<file path="config.mk">
export PLATFORM = sky130hd
export DESIGN_NAME = anc_stream_io_flat
export DESIGN_NICKNAME = d
export VERILOG_FILES = /design/src/rtl/anc_stream_if.sv /design/src/rtl/anc_stream_io.sv /design/src/flat_wrapper.sv
export SDC_FILE = /design/constraint.sdc
export NUM_CORES = 1
export LEC_CHECK = 0
export CAP_MARGIN = 0
export CORE_ASPECT_RATIO = 2
export CORE_MARGIN = 1
export CORE_UTILIZATION = 40
export CTS_BUF_LIST = sky130_fd_sc_hd__clkbuf_8
export DETAILED_ROUTE_END_ITERATION = 8
export PLACE_DENSITY = 0.59
export SYNTH_ARGS = -nofsm -noshare
export SYNTH_HDL_FRONTEND = slang
export SYNTH_SLANG_ARGS = --single-unit
export TNS_END_PERCENT = 30
</file>
<file path="constraint.sdc">
create_clock -name clk -period 12.9 [get_ports clk]
set_clock_uncertainty 0.1 [all_clocks]
set_input_delay 2.58 -clock clk [delete_from_list [all_inputs] [get_ports clk]]
set_output_delay 2.58 -clock clk [all_outputs]
set_load 0.03 [all_outputs]
</file>
<file path="src/rtl/anc_stream_if.sv">
// Core-side sample handshake: head-of-FIFO sample set out, core result back in.
interface anc_stream_if #(
   parameter int W = 16
);
   logic                in_valid;
   logic                controller_ready;
   logic signed [W-1:0] x_in;
   logic signed [W-1:0] e_in;
   logic signed [W-1:0] a_in;
   logic signed [W-1:0] u_in;
   logic signed [W-1:0] out_sample;
   logic                out_valid;

   modport master (
      output in_valid, x_in, e_in, a_in, u_in,
      input  controller_ready, out_sample, out_valid
   );

   modport slave (
      input  in_valid, x_in, e_in, a_in, u_in,
      output controller_ready, out_sample, out_valid
   );
endinterface

</file>
<file path="src/rtl/anc_stream_io.sv">
// Serial ADC deserializer + sample-set FIFO toward the ANC core, and
// DAC-side hold/serializer for the core output.
module anc_stream_io #(
   parameter int W     = 16,
   parameter int DEPTH = 2
) (
   input  logic         clk,
   input  logic         rst,
   input  logic         bit_en,
   input  logic         fs,
   input  logic         sdi_x,
   input  logic         sdi_e,
   input  logic         sdi_a,
   input  logic [W-1:0] u_cfg,
   anc_stream_if.master core,
   output logic         sdo,
   input  logic         clr_status,
   output logic         overrun,
   output logic         underrun,
   output logic         frame_err
);
   localparam int CW   = $clog2(W);
   localparam int AW   = $clog2(DEPTH);
   localparam int CNTW = AW + 1;

   typedef enum logic {RX_IDLE, RX_SHIFT} rx_state_e;

   rx_state_e     state_q, state_d;
   logic [CW-1:0] cnt_q, cnt_d;
   logic [W-1:0]  xs_q, xs_d, es_q, es_d, as_q, as_d;
   logic [W-1:0]  px, pe, pa;
   logic          push, ferr_set;

   logic [W-1:0]    mx_q [DEPTH];
   logic [W-1:0]    me_q [DEPTH];
   logic [W-1:0]    ma_q [DEPTH];
   logic [W-1:0]    mu_q [DEPTH];
   logic [AW-1:0]   wp_q, rp_q;
   logic [CNTW-1:0] count_q, count_d;
   logic            iv_q, pop, full, wr_en, ovr_set;

   logic [W-1:0] hold_q, hold_d, tsr_q, tsr_d;
   logic         hn_q, hn_d, udr_set;
   logic         ovr_q, udr_q, ferr_q;

   always_comb begin
      state_d  = state_q;
      cnt_d    = cnt_q;
      xs_d     = xs_q;
      es_d     = es_q;
      as_d     = as_q;
      push     = 1'b0;
      ferr_set = 1'b0;
      px       = {xs_q[W-2:0], sdi_x};
      pe       = {es_q[W-2:0], sdi_e};
      pa       = {as_q[W-2:0], sdi_a};
      if (bit_en) begin
         unique case (state_q)
            RX_IDLE: begin
               if (fs) begin
                  xs_d    = px;
                  es_d    = pe;
                  as_d    = pa;
                  cnt_d   = CW'(1);
                  state_d = RX_SHIFT;
               end
            end
            RX_SHIFT: begin
               xs_d = px;
               es_d = pe;
               as_d = pa;
               // fs on the completing bit still completes; earlier fs restarts the word
               if (fs && cnt_q != CW'(W-1)) begin
                  ferr_set = 1'b1;
                  cnt_d    = CW'(1);
               end else if (cnt_q == CW'(W-1)) begin
                  push    = 1'b1;
                  cnt_d   = '0;
                  state_d = RX_IDLE;
               end else begin
                  cnt_d = cnt_q + 1'b1;
               end
            end
            default: state_d = RX_IDLE;
         endcase
      end
   end

   assign pop     = iv_q && core.controller_ready;
   assign full    = (count_q == CNTW'(DEPTH));
   assign wr_en   = push && (!full || pop);
   assign ovr_set = push && full && !pop;
   assign count_d = count_q + CNTW'(wr_en) - CNTW'(pop);

   always_comb begin
      hold_d  = hold_q;
      hn_d    = hn_q;
      tsr_d   = tsr_q;
      udr_set = 1'b0;
      if (bit_en && fs) begin
         tsr_d   = hold_q;
         hn_d    = 1'b0;
         udr_set = !hn_q;
      end else if (bit_en) begin
         tsr_d = {tsr_q[W-2:0], 1'b0};
      end
      if (core.out_valid) begin
         hold_d = core.out_sample;
         hn_d   = 1'b1;
      end
   end

   always_ff @(posedge clk) begin
      if (rst) begin
         state_q <= RX_IDLE;
         cnt_q   <= '0;
         xs_q    <= '0;
         es_q    <= '0;
         as_q    <= '0;
         wp_q    <= '0;
         rp_q    <= '0;
         count_q <= '0;
         iv_q    <= 1'b0;
         for (int unsigned i = 0; i < DEPTH; i++) begin
            mx_q[i] <= '0;
            me_q[i] <= '0;
            ma_q[i] <= '0;
            mu_q[i] <= '0;
         end
         hold_q <= '0;
         hn_q   <= 1'b0;
         tsr_q  <= '0;
         ovr_q  <= 1'b0;
         udr_q  <= 1'b0;
         ferr_q <= 1'b0;
      end else begin
         state_q <= state_d;
         cnt_q   <= cnt_d;
         xs_q    <= xs_d;
         es_q    <= es_d;
         as_q    <= as_d;
         if (wr_en) begin
            mx_q[wp_q] <= px;
            me_q[wp_q] <= pe;
            ma_q[wp_q] <= pa;
            mu_q[wp_q] <= u_cfg;
            wp_q       <= wp_q + 1'b1;
         end
         if (pop) rp_q <= rp_q + 1'b1;
         count_q <= count_d;
         // valid rises one clock after a push but drops on the popping edge
         iv_q    <= (count_q != '0) && (count_d != '0);
         hold_q  <= hold_d;
         hn_q    <= hn_d;
         tsr_q   <= tsr_d;
         ovr_q   <= ovr_set  | (ovr_q  & ~clr_status);
         udr_q   <= udr_set  | (udr_q  & ~clr_status);
         ferr_q  <= ferr_set | (ferr_q & ~clr_status);
      end
   end

   assign core.in_valid = iv_q;
   assign core.x_in     = mx_q[rp_q];
   assign core.e_in     = me_q[rp_q];
   assign core.a_in     = ma_q[rp_q];
   assign core.u_in     = mu_q[rp_q];
   assign sdo           = tsr_q[W-1];
   assign overrun       = ovr_q;
   assign underrun      = udr_q;
   assign frame_err     = ferr_q;
endmodule

</file>
<file path="src/flat_wrapper.sv">
// flat-port wrapper written by rule: the top's interface ports become plain ports
module anc_stream_io_flat 
#(
   parameter int W     = 16,
   parameter int DEPTH = 2
)
  (clk, rst, bit_en, fs, sdi_x, sdi_e, sdi_a, u_cfg, sdo, clr_status, overrun, underrun, frame_err, core_in_valid, core_x_in, core_e_in, core_a_in, core_u_in, core_controller_ready, core_out_sample, core_out_valid);
  anc_stream_if #(.W(W)) core_i ();
  input  logic clk;
  input  logic rst;
  input  logic bit_en;
  input  logic fs;
  input  logic sdi_x;
  input  logic sdi_e;
  input  logic sdi_a;
  input  logic [W-1:0] u_cfg;
  output logic sdo;
  input  logic clr_status;
  output logic overrun;
  output logic underrun;
  output logic frame_err;
  output wire logic [$bits(core_i.in_valid)-1:0] core_in_valid;
  output wire logic [$bits(core_i.x_in)-1:0] core_x_in;
  output wire logic [$bits(core_i.e_in)-1:0] core_e_in;
  output wire logic [$bits(core_i.a_in)-1:0] core_a_in;
  output wire logic [$bits(core_i.u_in)-1:0] core_u_in;
  input wire logic [$bits(core_i.controller_ready)-1:0] core_controller_ready;
  input wire logic [$bits(core_i.out_sample)-1:0] core_out_sample;
  input wire logic [$bits(core_i.out_valid)-1:0] core_out_valid;
  assign core_in_valid = core_i.in_valid;
  assign core_x_in = core_i.x_in;
  assign core_e_in = core_i.e_in;
  assign core_a_in = core_i.a_in;
  assign core_u_in = core_i.u_in;
  assign core_i.controller_ready = core_controller_ready;
  assign core_i.out_sample = core_out_sample;
  assign core_i.out_valid = core_out_valid;
  anc_stream_io #(.W(W), .DEPTH(DEPTH)) u_core (.clk(clk), .rst(rst), .bit_en(bit_en), .fs(fs), .sdi_x(sdi_x), .sdi_e(sdi_e), .sdi_a(sdi_a), .u_cfg(u_cfg), .core(core_i), .sdo(sdo), .clr_status(clr_status), .overrun(overrun), .underrun(underrun), .frame_err(frame_err));
endmodule
</file>
==> results of run 1 <==
[cell type report]
class / instances / area (sq um) / area share (%)
clock buffers: 36 / 495 / 4.57
clock inverters: 21 / 111 / 1.03
inverters: 4 / 15.0 / 0.138
multi-input cells: 467 / 3050 / 28.1
flip-flops and latches: 220 / 5690 / 52.4
well taps: 276 / 345 / 3.18
repair buffers: 117 / 1150 / 10.6
[routing by layer]
layer / track usage, % / vias to the layer above / part of all wire (%)
met5: 0 / - / 0
met4: 5.43 / 0 / 2.0
met3: 2.55 / 31 / 4.8
met2: 30.8 / 129 / 55
met1: 15.8 / 2699 / 39
li1: - / 2755 / -
[cells by family (layout without fill, tap and decap cells)]
kind of cell | Yosys count | after routing
AOI/OAI and AO/OA | 79 | 79
xor gates and xnor gates | 3 | 3
adders and majority gates | 2 | 2
buffers and inverters | 53 | 178
DFF | 220 | 220
muxes | 95 | 95
and+or+nand+nor | 288 | 288
[cells in the final DEF (no fill, tap or decap), drive strengths merged, types with 2 or more instances in the layout]
master         count
xnor2              3
mux2i             31
clkdlybuf4s50    109
ha                 2
nor3               5
o21ai              2
a21oi             53
and3               2
mux2              64
edfxtp           128
nor2              46
o21bai             2
a211oi            15
dfxtp             92
clkinv            11
buf                8
and2             129
nand3              5
nand2             98
clkbuf            36
inv               13
[sequential cells by signal, indices dropped and copies added (netlist names), named ones only]
| signal | cells |
|---|---|
| u_core.me_q | 32 |
| u_core.frame_err | 1 |
| u_core.as_q | 15 |
| u_core.overrun | 1 |
| u_core.ma_q | 32 |
| u_core.tsr_q | 16 |
| u_core.wp_q | 1 |
| u_core.es_q | 15 |
| u_core.cnt_q | 4 |
| u_core.core.in_valid | 1 |
| u_core.mx_q | 32 |
| u_core.hn_q | 1 |
| u_core.hold_q | 16 |
| u_core.count_q | 2 |
| u_core.underrun | 1 |
| u_core.rp_q | 1 |
| u_core.mu_q | 32 |
| u_core.state_q | 1 |
| u_core.xs_q | 15 |
[how the worst max path moves through the flow]
stage / startpoint / endpoint
after floorplan: core_controller_ready / u_core.ma_q[0][0]
after global placement: bit_en / u_core.me_q[0][1]
after detailed placement: bit_en / u_core.me_q[0][0]
after CTS: flop / core_a_in[12]
after global routing: flop / core_a_in[12]
final: flop / core_a_in[12]
[where the power goes]
group | internal, mW | total (mW) | switching (mW)
clock | 0.273 | 0.525 | 0.252
combinational | 0.0432 | 0.102 | 0.0591
sequential | 0.767 | 0.777 | 0.00971
total | 1.08 | 1.40 | 0.321
[worst max-delay path: stages, from the launching register on]
cell and delay (ps):
dfxtp_2 600, buf_4 600, mux2_2 450, clkdlybuf4s50_1 600
==> results.ini, run 1 <==
[floorplan]
dieArea_sq_um=23100
start_util_pct=40.6
io-pin-count=111
fp.coreArea_sq_um=22100
core.rowCount=77
die_y_um=214
die_w_um=108

[synth]
synth-edff-count=128
netlist_top_cells_area=edfxtp_1, dfxtp_1, and2_1
yosys.area_share.adder_pct=0.279
seq_area_frac_synth_pct=63.4
synth_ff_type=edfxtp_1
synth_top_family_by_area=simple AND/OR/NAND/NOR gates
netlist_area_sq_um=8970
yosys.area_share.simple_pct=16.2
post-synth-top-count-cell=and2_1
syn_nets=784
ys_async_sr_fraction_pct=0
synth_xor_area_share_pct=0.293
synth.top_cell.area_share_pct=42.9
syn_inst=740
synthTopCellsByCount=and2_1, edfxtp_1, nand2_1
yosys.area.top_type=edfxtp_1
synth_area_per_cell_sq_um=12.1
ys_ff_latch=220
synthMuxAreaShare_pct=11.5
synth_warnings=0
synth-compound-area-share_pct=5.32
ys_types=38

[cts]
htreeDepth=1
cts_hold_buffers=0
cts_root_buf=clkbuf_8
cts_resized=0
cts_buffers=31
cts_sinks=220
clock_path_buffers=3
postCtsSetupBuffers=0
clk_latency_ps=540
path_clk_slew_ps=60
cts_tree=built

[power_and_ir_drop]
finalPower_mw=1.40
p_leak_nw=3.88
powerDensity_nw_per_um2=129
ir_drop_uv=128

[grt]
antenna_found_initial=0
overflow=0
track_usage_pct=15.5
grt_pass1_wl_mm=28.5
grt_max_degree=96
grt_pass1_vias=5997

[sta]
tns_ps=0
fin_ws_ps=7370
fin_hold_ws_ps=367
relSlewSlack_pct=27.6
rsz0062_at_grt=false
fin_crit_sh_pct=42.9
fin_crit_ps=5530
maxSlewViolCount=0
worstMarginPinSlew_ps=1080
fmax_ghz=0.181
setup_viol=0
hold_viol_final=0

[setup_path]
critPathMaxFanout=47
worst-setup-path-type=flop to primary output
crit_arrival_ps=2850
reg2reg_to=u_core.mu_q[0][14]
r2r_cells=5
crit_required_ps=10220
reg2reg_setup_slack_ps=10280
start_kind=flop
r2r-start=u_core.cnt_q[0]
end_kind=primary output

[final_layout]
final_core_util_pct=49.2
fin_nets=885
antenna_cells=0
fin_area_sq_um=10900
layoutNonFillerInstCount=1141
syn2layout_area_growth_pct=21.0
drive_gt1_share_pct=14.3
n_fill_cell=1999

[place]
port_buffers=110
pre_cts_ws_ps=7540
gp_congestion=0.741
dp_cells=1084
dpl_cell_area_sq_um=10200
dp_hpwl_mm=10.3

[worst_hold_path]
hold_end=u_core.tsr_q[0]
hp-class=flop to flop
min_from=u_core.tsr_q[0]
holdPathStages=2

[detailed_routing]
routed_wl_mm=17.4
drt_drc_violations_left=0
ant_nets=0
vias=5614
wl_per_cell_um=15.2
drt_iter0_markers=209
drt_first_pass_iters=4
vias_per_cell=4.92

[status]
status=complete, no violations

[run]
cap_viol_max_count=0

Power figures use the tool's default switching activity.
==> inputs of run 2 (changes only) <==
- PLACE_DENSITY: 0.59 -> 0.61
- clock period: 12.9 -> 4.91 ns (I/O delays scaled with it)
==> run 2 against run 1 <==
Utilization grew 0.83 points. Power increased to 2.8 times the previous value. Die area unchanged. Sequential share of layout area down 0.85 points. Count of clock-buffer cells in the layout grew 1. Global-route usage hardly changed. Sequential power rose to 2.6 times the previous value. First-iteration DRC count is 14% lower. Non-clock buffer count rose by 1. Critical endpoint unchanged.
==> results.ini, run 2 (synthesis results as in run 1) <==
[status]
status=complete, no violations  ; unchanged

[cts]
cts_buffers=31  ; unchanged
cts_resized=0  ; unchanged
htreeDepth=1  ; unchanged
clk_latency_ps=570  ; was 540 ps
path_clk_slew_ps=70  ; was 60 ps
cts_root_buf=clkbuf_8  ; unchanged
postCtsSetupBuffers=0  ; unchanged
cts_tree=built  ; unchanged
cts_sinks=220  ; unchanged
cts_hold_buffers=0  ; unchanged
clock_path_buffers=3  ; unchanged

[setup_path]
start_kind=flop  ; unchanged
crit_arrival_ps=2590  ; was 2850 ps
cpLargestDelayFamily=flip-flops  ; was buffers and inverters
worstPathCellList=mux2_2 > clkdlybuf4s50_1  ; was buf_4 > mux2_2 > clkdlybuf4s50_1
reg2reg_setup_slack_ps=2530  ; was 10280 ps
max_stage_delay_ps=960  ; was 600 ps
critPathMaxFanout=64  ; was 47
end_kind=primary output  ; unchanged
crit_required_ps=3830  ; was 10220 ps
reg2reg_to=u_core.mx_q[1][11]  ; was u_core.mu_q[0][14]
cp.buffers_inverters=1  ; was 2
worst-setup-path-type=flop to primary output  ; unchanged
r2r-start=u_core.cnt_q[0]  ; unchanged
r2r_cells=4  ; was 5
crit_slowest_cell=dfxtp_4  ; was dfxtp_2

[power_and_ir_drop]
ir_drop_uv=257  ; was 128 uV
finalPower_mw=4.00  ; was 1.40 mW
powerDensity_nw_per_um2=362  ; was 129 nW/um^2
seqPwrFrac_pct=51.0  ; was 55.3%
power.internal_mw=3.13  ; was 1.08 mW
p_switching_mw=0.867  ; was 0.321 mW
p_clk_share_pct=42.3  ; was 37.4%
combPwrFrac_pct=6.8  ; was 7.3%
p_leak_nw=3.96  ; was 3.88 nW
p_sw_share_pct=21.7  ; was 22.8%

[worst_hold_path]
min_from=u_core.xs_q[14]  ; was u_core.tsr_q[0]
holdPathStages=2  ; unchanged
hp-class=flop to flop  ; unchanged
hold_end=u_core.xs_q[14]  ; was u_core.tsr_q[0]

[floorplan]
dieArea_sq_um=23100  ; unchanged
core.rowCount=77  ; unchanged
die_w_um=108  ; unchanged
fp.coreArea_sq_um=22100  ; unchanged
io-pin-count=111  ; unchanged
start_util_pct=40.6  ; unchanged
die_y_um=214  ; unchanged

[detailed_routing]
ant_nets=0  ; unchanged
routed_wl_mm=17.3  ; was 17.4 mm
drt_first_pass_iters=4  ; unchanged
vias=5597  ; was 5614
drt_iter0_markers=179  ; was 209
drt_drc_violations_left=0  ; unchanged
wl_per_cell_um=15.1  ; was 15.2 um
vias_per_cell=4.90  ; was 4.92

[place]
dp_cells=1085  ; was 1084
dp_hpwl_mm=10.2  ; was 10.3 mm
gp_congestion=0.711  ; was 0.741
port_buffers=110  ; unchanged
dpl_cell_area_sq_um=10300  ; was 10200 sq um

[sta]
worstMarginPinSlew_ps=1060  ; was 1080 ps
fin_hold_ws_ps=362  ; was 367 ps
setup_viol=0  ; unchanged
hold_viol_final=0  ; unchanged
rsz0062_at_grt=false  ; unchanged
relSlewSlack_pct=28.8  ; was 27.6%
fin_crit_sh_pct=74.9
tns_ps=0  ; unchanged
fin_crit_ps=3680
maxSlewViolCount=0  ; unchanged
fmax_ghz=0.272

[grt]
grt_pass1_wl_mm=28.0  ; was 28.5 mm
grt_max_degree=96  ; unchanged
antenna_found_initial=0  ; unchanged
overflow=0  ; unchanged
grt_pass1_vias=5724  ; was 5997
track_usage_pct=15.5  ; about the same

[final_layout]
syn2layout_area_growth_pct=23.1  ; was 21.0%
fin_area_sq_um=11000  ; was 10900 sq um
layout_common_cells=and2_1, edfxtp_1, clkdlybuf4s50_1, nand2_1, dfxtp_1  ; unchanged
layoutNonFillerInstCount=1143  ; was 1141
antenna_cells=0  ; unchanged
layout_commonest_cell=and2_1  ; unchanged
fin_nets=886  ; was 885
drive_gt1_share_pct=15.2  ; was 14.3%

[run]
cap_viol_max_count=0  ; unchanged

## run 2: area by class of cell
cell class | instances | area (sq um)
Sequential cell | 220 | 5690
Clock inverter | 21 | 246
Timing Repair Buffer | 118 | 1180
Tap cell | 276 | 345
Clock buffer | 37 | 509
Inverter | 4 | 15.0
Multi-Input combinational cell | 467 | 3050
Fill cell | 1939 | 11000
## run 2: how the worst max path moves through the flow
stage	start	slack (ps)	cells after the start	to
after floorplan	core_controller_ready	1150	3	u_core.ma_q[0][0]
after global placement	bit_en	1340	4	u_core.mu_q[1][3]
after detailed placement	bit_en	1350	4	u_core.ma_q[1][4]
after CTS	flop	1110	2	core_a_in[13]
after global routing	flop	1080	2	core_a_in[13]
final	flop	1230	2	core_a_in[12]
## run 2: worst min-delay path: stages, from the launching register on
cell and delay, ps:
dfxtp_1 310, nand2_1 50, a21oi_1 50
## run 2: layer usage
layer	vias up	part of all wire, %	GRT usage (%)
met1	2687	37	15.5
met2	125	56	30.2
met4	0	2.5	6.42
met3	27	5.3	3.10
li1	2758	-	-
met5	-	0	0
## run 2: through the flow
| stage | setup WS, ps | utilization [%] |
|---|---|---|
| floorplan | 1150 | - |
| global placement | 1340 | 46.6 |
| detailed placement | 1350 | 46.6 |
| CTS | 1110 | 50.0 |
| global route | 1080 | 50.0 |
| finish | 1230 | 50.0 |
## run 2: power groups by stage
stage / combinational, mW / clock (mW) / sequential [mW]
detailed placement: 0.276 / 0 / 2.08
CTS: 0.277 / 1.75 / 2.04
global route: 0.292 / 1.81 / 2.04
finish: 0.271 / 1.69 / 2.04
floorplan: 0.157 / 0 / 2.07
global placement: 0.275 / 0 / 2.08
==> inputs of run 3 (changes only) <==
- clock period: 4.91 -> 3.14 ns (I/O delays scaled with it)
==> run 3 against run 2 <==
Combinational power grew 59%. Sequential power grew 56%. Worst hold slack improved by 2.5 ps. Flip-flop and latch count did not move. Design area down 0.71%. Count of clock-buffer cells in the layout decreased by 2. Clock power up 20%. Sequential share of layout area is 0.37 points higher.
==> results.ini, run 3 (synthesis results as in run 1) <==
[status]
status=complete, no violations  ; unchanged

[worst_hold_path]
min_from=u_core.es_q[14]  ; was u_core.xs_q[14]
holdPathStages=2  ; unchanged
hp-class=flop to flop  ; unchanged
hold_end=u_core.es_q[14]  ; was u_core.xs_q[14]

[sta]
worstMarginPinSlew_ps=874  ; was 1060 ps
setup_viol=0  ; unchanged
rsz0062_at_grt=false  ; unchanged
relSlewSlack_pct=41.5  ; was 28.8%
fmax_ghz=0.332
tns_ps=0  ; unchanged
fin_crit_sh_pct=95.8
hold_viol_final=0  ; unchanged
fin_crit_ps=3010
maxSlewViolCount=0  ; unchanged
fin_ws_ps=132  ; was 1230 ps
fin_hold_ws_ps=364  ; was 362 ps

[cts]
htreeDepth=1  ; unchanged
path_clk_slew_ps=70  ; about the same
cts_buffers=30  ; was 31
cts_root_buf=clkbuf_8  ; unchanged
clk_latency_ps=560  ; was 570 ps
cts_sinks=220  ; unchanged
clock_path_buffers=3  ; unchanged
cts_tree=built  ; unchanged

[final_layout]
antenna_cells=0  ; unchanged
layout_commonest_cell=and2_1  ; unchanged
n_fill_cell=1983  ; was 1939
multi_input_area_sq_um=3050  ; unchanged
final_core_util_pct=49.7  ; was 50.0%
layoutNonFillerInstCount=1149  ; was 1143
regArea_sq_um=5690  ; unchanged
fin_nets=893  ; was 886
drive_gt1_share_pct=14.7  ; was 15.2%
layout_common_cells=and2_1, edfxtp_1, clkdlybuf4s50_1, nand2_1, dfxtp_1  ; unchanged
syn2layout_area_growth_pct=22.2  ; was 23.1%

[floorplan]
die_w_um=108  ; unchanged
fp.coreArea_sq_um=22100  ; unchanged
die_y_um=214  ; unchanged
io-pin-count=111  ; unchanged
dieArea_sq_um=23100  ; unchanged
start_util_pct=40.6  ; unchanged
core.rowCount=77  ; unchanged

[place]
port_buffers=110  ; unchanged
dp_cells=1092  ; was 1085
dp_hpwl_mm=10.3  ; was 10.2 mm
pre_cts_ws_ps=427  ; was 1350 ps
gp_congestion=0.715  ; was 0.711

[detailed_routing]
routed_wl_mm=17.3  ; about the same
drt_first_pass_iters=4  ; unchanged
vias_per_cell=4.83  ; was 4.90
wl_per_cell_um=15.1  ; about the same
ant_nets=0  ; unchanged
drt_iter0_markers=154  ; was 179
drt_drc_violations_left=0  ; unchanged
vias=5552  ; was 5597

[grt]
antenna_found_initial=0  ; unchanged
overflow=0  ; unchanged
grt_pass1_wl_mm=27.6  ; was 28.0 mm
grt_max_degree=65  ; was 96
track_usage_pct=15.4  ; was 15.5%
grt_pass1_vias=5516  ; was 5724

[power_and_ir_drop]
ir_drop_uv=303  ; was 257 uV
p_leak_nw=3.94  ; was 3.96 nW
powerDensity_nw_per_um2=516  ; was 362 nW/um^2

[setup_path]
reg2reg_to=u_core.mu_q[0][11]  ; was u_core.mx_q[1][11]
r2r_cells=5  ; was 4
r2r-start=u_core.cnt_q[0]  ; unchanged
start_kind=flop  ; unchanged
crit_arrival_ps=2280  ; was 2590 ps
critPathMaxFanout=13  ; was 64
max_stage_delay_ps=610  ; was 960 ps
end_kind=primary output  ; unchanged
reg2reg_setup_slack_ps=910  ; was 2530 ps
cp.buffers_inverters=2  ; was 1
crit_slowest_cell=clkdlybuf4s50_1  ; was dfxtp_4
crit_required_ps=2410  ; was 3830 ps
cpLargestDelayFamily=buffers and inverters  ; was flip-flops
worst-setup-path-type=flop to primary output  ; unchanged
worstPathCellList=buf_4 > mux2_2 > clkdlybuf4s50_1  ; was mux2_2 > clkdlybuf4s50_1

[run]
cap_viol_max_count=0  ; unchanged

[run 3: final cells by class]
type,instances,area share (%)
well taps,276,3.15
multi-input cells,467,27.8
clock inverters,21,0.742
repair buffers,126,11.8
inverters,4,0.137
clock buffers,35,4.40
flip-flops and latches,220,51.9
[run 3: worst max path at each step]
stage / startpoint / to / slack [ps] / cells after the start
finish: flop / core_e_in[5] / 130 / 3
global route: flop / core_e_in[7] / 40 / 3
CTS: flop / core_e_in[5] / 60 / 3
detailed placement: core_controller_ready / u_core.ma_q[1][0] / 430 / 6
global placement: core_controller_ready / u_core.mu_q[1][4] / 420 / 6
floorplan: core_controller_ready / u_core.ma_q[1][0] / 110 / 4
[run 3: worst register-to-register path: cells and delay by family, from the launching register on]
family | cells | cell delay [ps]
compound gates | 2 | 580
flops | 1 | 410
fa+ha+maj | 1 | 240
simple gates | 1 | 170
buf+inv | 1 | 350
[run 3: per-stage QoR]
| step | power [mW] | instance area, sq um |
|---|---|---|
| after floorplan | 3.49 | 8980 |
| after global placement | 3.68 | 10400 |
| after detailed placement | 3.69 | 10400 |
| after CTS | 5.74 | 11000 |
| after global routing | 5.88 | 11000 |
| final | 5.65 | 11000 |
[run 3: repair_timing]
action / 4_1_cts / 5_1_grt
gates resized for setup: 0 / 0
hold buffers: 0 / 0
setup buffers: 1 / 0
endpoints found under the setup margin: 45 / 0
[run 3: power by group]
group          internal, mW  total (mW)  switching [mW]
registers              3.15        3.19          0.0371
clock network          1.01        2.03            1.03
logic                 0.186       0.430           0.244
total                  4.34        5.65            1.31
[run 3: metal layers]
layer	global-route usage [%]	share of wire (%)	vias to the layer above
li1	-	-	2766
met4	6.19	2.3	0
met3	3.31	5.3	26
met1	15.8	38	2634
met5	0	0	-
met2	29.7	55	126
